[src/rtl/can_tx_arbiter_pkg.sv]
// Shared definitions for the CAN transmit arbiter slice: DLC width, default
// identifier/payload widths, mailbox limits and the arbiter state encoding.
// Imported by can_id_min_select and can_tx_arbiter.
package can_tx_arbiter_pkg;

    // A DLC is always four bits on the wire, even though only 0..8 are meaningful.
    localparam int CAN_DLC_W    = 4;

    // Standard-frame identifier width; extended frames use 29 bits.
    localparam int CAN_STD_ID_W = 11;

    // Classic CAN payload: up to 8 bytes.
    localparam int CAN_DATA_W   = 64;

    // Mailbox index range the arbiter is built for.
    localparam int CAN_MIN_MBOX = 2;
    localparam int CAN_MAX_MBOX = 8;

    // Arbiter sequencing: pick a winner, load its fields, start, then wait for the outcome.
    typedef enum logic [1:0] {
        ST_IDLE  = 2'd0,
        ST_LOAD  = 2'd1,
        ST_START = 2'd2,
        ST_WAIT  = 2'd3
    } arb_state_t;

    // Width of a counter that must hold 0..max_count inclusive (never narrower than 1 bit).
    function automatic int count_width(input int max_count);
        int w;
        w = $clog2(max_count + 1);
        if (w < 1) begin
            w = 1;
        end
        return w;
    endfunction

endpackage

[src/rtl/can_id_min_select.sv]
// Combinational lowest-identifier selector over a set of requesting slots.
// Returns the index of the requesting slot with the smallest (unsigned) ID;
// equal IDs resolve to the lowest index. Kept generic so an RX acceptance
// filter can reuse it.
module can_id_min_select
    import can_tx_arbiter_pkg::*;
#(
    parameter int N        = 4,
    parameter int ID_WIDTH = CAN_STD_ID_W,
    localparam int IDX_W   = (N > 1) ? $clog2(N) : 1
) (
    input  logic [N-1:0]          req,
    input  logic [N*ID_WIDTH-1:0] id_flat,
    output logic [IDX_W-1:0]      win_idx,
    output logic                  win_valid
);

    logic [ID_WIDTH-1:0] best_id;

    // Scan from slot 0 upward, replacing the candidate only on a strictly smaller ID
    // so the lowest index keeps ties.
    always_comb begin
        win_idx   = '0;
        win_valid = 1'b0;
        best_id   = '0;
        for (int i = 0; i < N; i++) begin
            if (req[i] && (!win_valid || (id_flat[i*ID_WIDTH +: ID_WIDTH] < best_id))) begin
                win_valid = 1'b1;
                best_id   = id_flat[i*ID_WIDTH +: ID_WIDTH];
                win_idx   = IDX_W'(i);
            end
        end
    end

endmodule

[src/rtl/can_tx_arbiter.sv]
// Shares one CAN transmitter among N_MBOX transmit mailboxes. The pending
// mailbox with the lowest identifier wins (CAN bus priority, lowest index on
// ties); its fields are loaded into the transmitter, which is then started,
// and the outcome (done / error / arbitration lost) is reported back as
// per-mailbox grant, ack and fail signals.
// Optional feature: define CAN_TX_ARB_RETRY_LIMIT_EN to bound error
// retransmissions per mailbox to MAX_RETRY; otherwise retransmission is
// unlimited and o_Fail is constant 0.
module can_tx_arbiter
    import can_tx_arbiter_pkg::*;
#(
    parameter int N_MBOX     = 4,
    parameter int ID_WIDTH   = CAN_STD_ID_W,
    parameter int DATA_WIDTH = CAN_DATA_W,
    parameter int MAX_RETRY  = 15
) (
    input  logic                         i_Clock,
    input  logic                         i_Reset,
    input  logic [N_MBOX-1:0]            i_Req,
    input  logic [N_MBOX*ID_WIDTH-1:0]   i_Id,
    input  logic [N_MBOX*CAN_DLC_W-1:0]  i_Dlc,
    input  logic [N_MBOX*DATA_WIDTH-1:0] i_Data,
    input  logic                         i_Tx_Busy,
    input  logic                         i_Tx_Done,
    input  logic                         i_Arb_Lost,
    input  logic                         i_Tx_Error,
    output logic                         o_Tx_Start,
    output logic [ID_WIDTH-1:0]          o_Tx_Id,
    output logic [CAN_DLC_W-1:0]         o_Tx_Dlc,
    output logic [DATA_WIDTH-1:0]        o_Tx_Data,
    output logic [N_MBOX-1:0]            o_Grant,
    output logic [N_MBOX-1:0]            o_Ack,
    output logic [N_MBOX-1:0]            o_Fail
);

    localparam int IDX_W = $clog2(N_MBOX);

    // Reject parameter sets the index and counter arithmetic cannot represent.
    if (N_MBOX < CAN_MIN_MBOX || N_MBOX > CAN_MAX_MBOX || MAX_RETRY < 1) begin : g_bad_params
        $error("can_tx_arbiter: N_MBOX must be 2..8 and MAX_RETRY at least 1");
    end

    arb_state_t              state;
    logic [IDX_W-1:0]        winner;

    logic [IDX_W-1:0]        sel_idx;
    logic                    sel_valid;
    logic [N_MBOX-1:0]       sel_onehot;
    logic [N_MBOX-1:0]       win_onehot;

    logic [ID_WIDTH-1:0]     win_id;
    logic [CAN_DLC_W-1:0]    win_dlc;
    logic [DATA_WIDTH-1:0]   win_data;

    logic                    out_done;
    logic                    out_error;
    logic                    out_lost;

    can_id_min_select #(
        .N        (N_MBOX),
        .ID_WIDTH (ID_WIDTH)
    ) u_min_select (
        .req       (i_Req),
        .id_flat   (i_Id),
        .win_idx   (sel_idx),
        .win_valid (sel_valid)
    );

    assign sel_onehot = N_MBOX'(1) << sel_idx;
    assign win_onehot = N_MBOX'(1) << winner;

    // Outcome decode: a done pulse beats an error, which beats a lost arbitration.
    assign out_done  = (state == ST_WAIT) && i_Tx_Done;
    assign out_error = (state == ST_WAIT) && !i_Tx_Done && i_Tx_Error;
    assign out_lost  = (state == ST_WAIT) && !i_Tx_Done && !i_Tx_Error && i_Arb_Lost;

    // Pick the registered winner's frame fields out of the flattened mailbox buses.
    always_comb begin
        win_id   = '0;
        win_dlc  = '0;
        win_data = '0;
        for (int i = 0; i < N_MBOX; i++) begin
            if (winner == IDX_W'(i)) begin
                win_id   = i_Id[i*ID_WIDTH +: ID_WIDTH];
                win_dlc  = i_Dlc[i*CAN_DLC_W +: CAN_DLC_W];
                win_data = i_Data[i*DATA_WIDTH +: DATA_WIDTH];
            end
        end
    end

    // Arbiter sequencing with registered transmitter fields, grant, start and ack.
    always_ff @(posedge i_Clock) begin
        if (i_Reset) begin
            state      <= ST_IDLE;
            winner     <= '0;
            o_Tx_Start <= 1'b0;
            o_Tx_Id    <= '0;
            o_Tx_Dlc   <= '0;
            o_Tx_Data  <= '0;
            o_Grant    <= '0;
            o_Ack      <= '0;
        end else begin
            o_Tx_Start <= 1'b0;
            o_Ack      <= '0;
            case (state)
                ST_IDLE: begin
                    if (sel_valid && !i_Tx_Busy) begin
                        winner  <= sel_idx;
                        o_Grant <= sel_onehot;
                        state   <= ST_LOAD;
                    end
                end
                ST_LOAD: begin
                    if (i_Req[winner]) begin
                        o_Tx_Id    <= win_id;
                        o_Tx_Dlc   <= win_dlc;
                        o_Tx_Data  <= win_data;
                        o_Tx_Start <= 1'b1;
                        state      <= ST_START;
                    end else begin
                        o_Grant <= '0;
                        state   <= ST_IDLE;
                    end
                end
                ST_START: begin
                    state <= ST_WAIT;
                end
                ST_WAIT: begin
                    if (out_done) begin
                        o_Ack   <= win_onehot;
                        o_Grant <= '0;
                        state   <= ST_IDLE;
                    end else if (out_error || out_lost) begin
                        o_Grant <= '0;
                        state   <= ST_IDLE;
                    end
                end
                default: begin
                    state <= ST_IDLE;
                end
            endcase
        end
    end

`ifdef CAN_TX_ARB_RETRY_LIMIT_EN
    localparam int CNT_W = count_width(MAX_RETRY);

    logic [CNT_W-1:0] retry_cnt [N_MBOX];
    logic             at_limit;

    assign at_limit = (retry_cnt[winner] == CNT_W'(MAX_RETRY));

    // Per-mailbox error counters; hitting the limit reports a failure and rearms the
    // counter, so the count never passes MAX_RETRY and needs no separate saturation.
    always_ff @(posedge i_Clock) begin
        if (i_Reset) begin
            for (int i = 0; i < N_MBOX; i++) begin
                retry_cnt[i] <= '0;
            end
            o_Fail <= '0;
        end else begin
            o_Fail <= '0;
            if (out_done) begin
                retry_cnt[winner] <= '0;
            end else if (out_error) begin
                if (at_limit) begin
                    o_Fail            <= win_onehot;
                    retry_cnt[winner] <= '0;
                end else begin
                    retry_cnt[winner] <= retry_cnt[winner] + 1'b1;
                end
            end
        end
    end
`else
    assign o_Fail = '0;
`endif

endmodule

[config.mk]
export PLATFORM = sky130hd
export DESIGN_NAME = can_tx_arbiter
export DESIGN_NICKNAME = d
export VERILOG_FILES = /design/src/rtl/can_tx_arbiter_pkg.sv /design/src/rtl/can_id_min_select.sv /design/src/rtl/can_tx_arbiter.sv
export SDC_FILE = /design/constraint.sdc
export NUM_CORES = 1
export LEC_CHECK = 0
export CAP_MARGIN = 40
export CELL_PAD_IN_SITES_DETAIL_PLACEMENT = 1
export CELL_PAD_IN_SITES_GLOBAL_PLACEMENT = 1
export CORE_AREA = 2 2 163 165
export DETAILED_ROUTE_END_ITERATION = 8
export DIE_AREA = 0 0 165 167
export PLACE_DENSITY = 0.75
export SLEW_MARGIN = 5
export SYNTH_ARGS = -nofsm -noshare
export SYNTH_HDL_FRONTEND = slang
export SYNTH_HIERARCHICAL = 1
export SYNTH_SLANG_ARGS = --single-unit
[constraint.sdc]
create_clock -name i_Clock -period 7.8 [get_ports i_Clock]
set_input_delay 1.56 -clock i_Clock [delete_from_list [all_inputs] [get_ports i_Clock]]
set_output_delay 1.56 -clock i_Clock [all_outputs]
set_load 0.02 [all_outputs]
==> flow_summary_export.csv <==
group,metric,value,unit
critical_path,path_buf_inv,2,
die,start_util,24.34,%
drt,drcViolationCount,0,
logic_synthesis,ys_types,51,
final_layout,nets,1380,
logic_synthesis,synth_xor_area_share,0,%
logic_synthesis,synthAdderAreaFrac,5.987,%
power_and_ir_drop,pwr_density_cell,146.1,mW/mm²
clocking,cts_resized,0,
final_layout,regArea,0.001849,mm²
critical_path,required,8080,ps
die,die_w,165,µm
critical_path,critPathTopFamily,"compound AO/OA/AOI/OAI gates",
min_path,hp-class,"reg -> reg",
sta,hold_viol,0,
critical_path,worstPathArrival,7620,ps
logic_synthesis,ys_ff_latch,92,
power_and_ir_drop,irDropWorstVdd,0.07735,mV
die,fp.dieH,167,µm
sta,max_slew_margin,54.26,%
global_routing,grt_pass1_wl,41140,µm
logic_synthesis,synth_top_family_by_area,"multiplexers",
final_layout,multi_input_comb_area,0.004106,mm²
logic_synthesis,syn-instance-count,645,
sta,rsz0062_at_grt,"false",
die,num_io_pins,418,
logic_synthesis,synth_compound_area_share,12.47,%
drt,wire_per_inst,20.25,µm
drt,dr.pass1.iters,5,
power_and_ir_drop,p_leak,0.003788,µW
clocking,insertion_delay,350,ps
drt,via_count,6684,
critical_path,cpPeakStageDelay,570,ps
final_layout,num_antenna_cells,0,
logic_synthesis,synth_area_leaders,"dfxtp_1 (29%), mux4_2 (28%), nand2_1 (11%), a21oi_1 (7.0%), ha_1 (6.0%)",
drt,drt_iter0_markers,263,
global_routing,grt_pass1_vias,7272,
die,placementRows,59,
critical_path,startpoint_type,"primary input",
sta,finalClockSkew,11.48,ps
logic_synthesis,ys.flop_type,"dfxtp_1",
clocking,htree_levels,3,
die,die-area,0.02756,mm²
global_routing,overflow,0,
critical_path,worst_r2r_path_depth,5,
sta,fin_crit_sh,94.15,%
critical_path,cp_max_fo,12,
critical_path,setup.worst_path.end_class,"flop",
sta,slew_violations,0,
run,drv_cap,0,
sta,worst_slew_pin_slew,686.0,ps
placed_design,gp_congestion,0.8574,
clocking,clock-root-buffer,"clkbuf_16",
logic_synthesis,syn_area_per_cell,9.721,µm²
clocking,holdBufCountCts,0,
global_routing,grt_max_degree,53,
clocking,cts_buffers,9,
logic_synthesis,synthSimpleGateAreaFrac,15.09,%
placed_design,dp_hpwl,22220,µm
clocking,clkSinkCount,92,
final_layout,n_fill_cell,2884,
logic_synthesis,ys_warn_count,6,
logic_synthesis,yosysTopAreaCellShare,29.38,%
placed_design,placed_cells,1348,
logic_synthesis,post-synth-top-area-cell,"dfxtp_1",
final_layout,layout-drive-gt1-share,11.95,%
critical_path,worst_path_most_repeated_cell,"ha_1",
drt,via_per_inst,4.900,
placed_design,io_buffers,413,
logic_synthesis,ys_seq_area_share,29.38,%
clocking,tritoncts,"done",
logic_synthesis,synth_edf_count,0,
die,core_area,0.02576,mm²
status,status,"completed",
sta,fmax,0.1362,GHz
logic_synthesis,syn_area,0.006270,mm²
sta,period_minus_slack,7344,ps
global_routing,grt_antenna_before_repair,0,
clocking,path_clk_slew,70,ps
drt,routed_wl,27620,µm
clocking,cts_setup_buffers,0,
min_path,hold_depth,2,
logic_synthesis,synth_mux_area_share,31.45,%
global_routing,grtUsageTotal,19.61,%
drt,postRouteAntennaNets,0,
critical_path,cp.depth,27,
sta,setup_violations,0,
critical_path,crit_type,"in -> reg",
final_layout,syn_to_final_growth,75.08,%
sta,fin_setup_tns,0,ps
final_layout,finalNonFillerCells,1364,
clocking,cts_buffer_depth,2,
critical_path,crit_slowest_cell,"clkdlybuf4s50_1",
logic_synthesis,synth_async_sr_flop_share,0,%
## cell families (layout without fill, tap and decap cells)
family	after synthesis	count (layout)
adder cells (fa/ha/maj)	30	30
flip-flops	92	92
buffers and inverters	71	452
other	1	4
AND/OR/NAND/NOR	225	225
AO/OA/AOI/OAI	129	129
multiplexers	97	97
## flip-flops by register name, indices dropped and copies added, names as in the netlist, named ones only
| register | flops |
|---|---|
| o_Tx_Dlc | 4 |
| o_Tx_Data | 64 |
| o_Grant | 4 |
| o_Tx_Id | 11 |
| o_Ack | 4 |
| state | 1 |
| o_Tx_Start | 1 |
| winner | 2 |
## final timing paths
kind                              from  slack (ps)                          to
max                           i_Id[10]         460     o_Grant[0]$_SDFFE_PP0P_
min          o_Tx_Data[8]$_SDFFE_PP0P_         450   o_Tx_Data[8]$_SDFFE_PP0P_
max reg2reg     winner[0]$_SDFFE_PP0P_        5340  o_Tx_Data[31]$_SDFFE_PP0P_
min reg2reg  o_Tx_Data[8]$_SDFFE_PP0P_         450   o_Tx_Data[8]$_SDFFE_PP0P_
## Yosys cell counts, types with 3 or more instances
cell        n
o21ai_0     4
buf_6       4
ha_1       30
a21oi_1    88
mux4_2     79
buf_1       6
buf_2      24
clkbuf_1   17
mux2_2     10
nand4_1     3
inv_1      14
buf_4       6
nand2b_1    5
dfxtp_1    92
nand3_1     4
nor2_1     13
o21a_1      5
mux2i_1     8
a32oi_1    10
a221oi_1    3
nor3_1      4
nand2_1   180
## through the flow
step	setup WS, ps	instance area [µm²]	power (µW)	utilization [%]	hold slack, ps
finish	456.0	10980	1604	42.61	448.6
floorplan	752.7	6281	863.7	-	528.3
global route	88.13	10980	1695	42.61	465.7
global placement	142.0	10600	1154	41.16	436.7
detailed placement	-70.14	10680	1176	41.45	442.6
CTS	281.0	10970	1633	42.60	453.2
## final cells by class
cell class | count | area share, %
well taps | 335 | 3.819
inverters | 14 | 0.4787
clock inverters | 5 | 0.3762
flip-flops and latches | 92 | 16.85
repair buffers | 422 | 38.76
multi-input cells | 485 | 37.41
clock buffers | 11 | 2.314
## placed cells by master (no fill, tap or decap), types with 2 or more instances in the layout
cell type	synthesis	layout
a21o_1	2	2
a21oi_1	88	88
a221oi_1	3	3
a2bb2oi_1	2	2
a32oi_1	10	10
and3_1	2	2
buf_16	0	2
buf_4	6	7
clkbuf_16	0	10
clkdlybuf4s50_1	0	411
conb_1	1	4
dfxtp_1	92	90
dfxtp_4	0	2
ha_1	30	30
inv_1	14	14
inv_6	0	2
mux2_2	10	10
mux2i_1	8	8
mux4_2	79	79
nand2_1	180	180
nand2b_1	5	5
nand3_1	4	4
nand3b_1	2	2
nand4_1	3	3
nor2_1	13	13
nor3_1	4	4
nor3b_1	2	2
o211ai_1	2	2
o21a_1	5	5
o21ai_0	4	4
o311a_1	2	2
## per-layer routing
metal	vias to the layer above	share of wire [%]	routed length (µm)	track usage, %
met5	-	0	0	0
met4	0	2.0	562	5.482
met3	31	8.3	2279	4.658
met2	272	51	14110	35.40
met1	3260	39	10660	22.87
li1	3121	-	-	-
## where the power goes
group / switching [µW] / internal [µW]
clock: 205 / 240
sequential: 37.7 / 500
combinational: 255 / 366
total: 498 / 1110
## tightest hold or removal path, delay by kind of cell (launching register included)
family	cells	cell delay, ps
compound gates	1	50
simple gates	1	50
flops	1	310
Note: power is estimated with default switching activity, not from simulation.
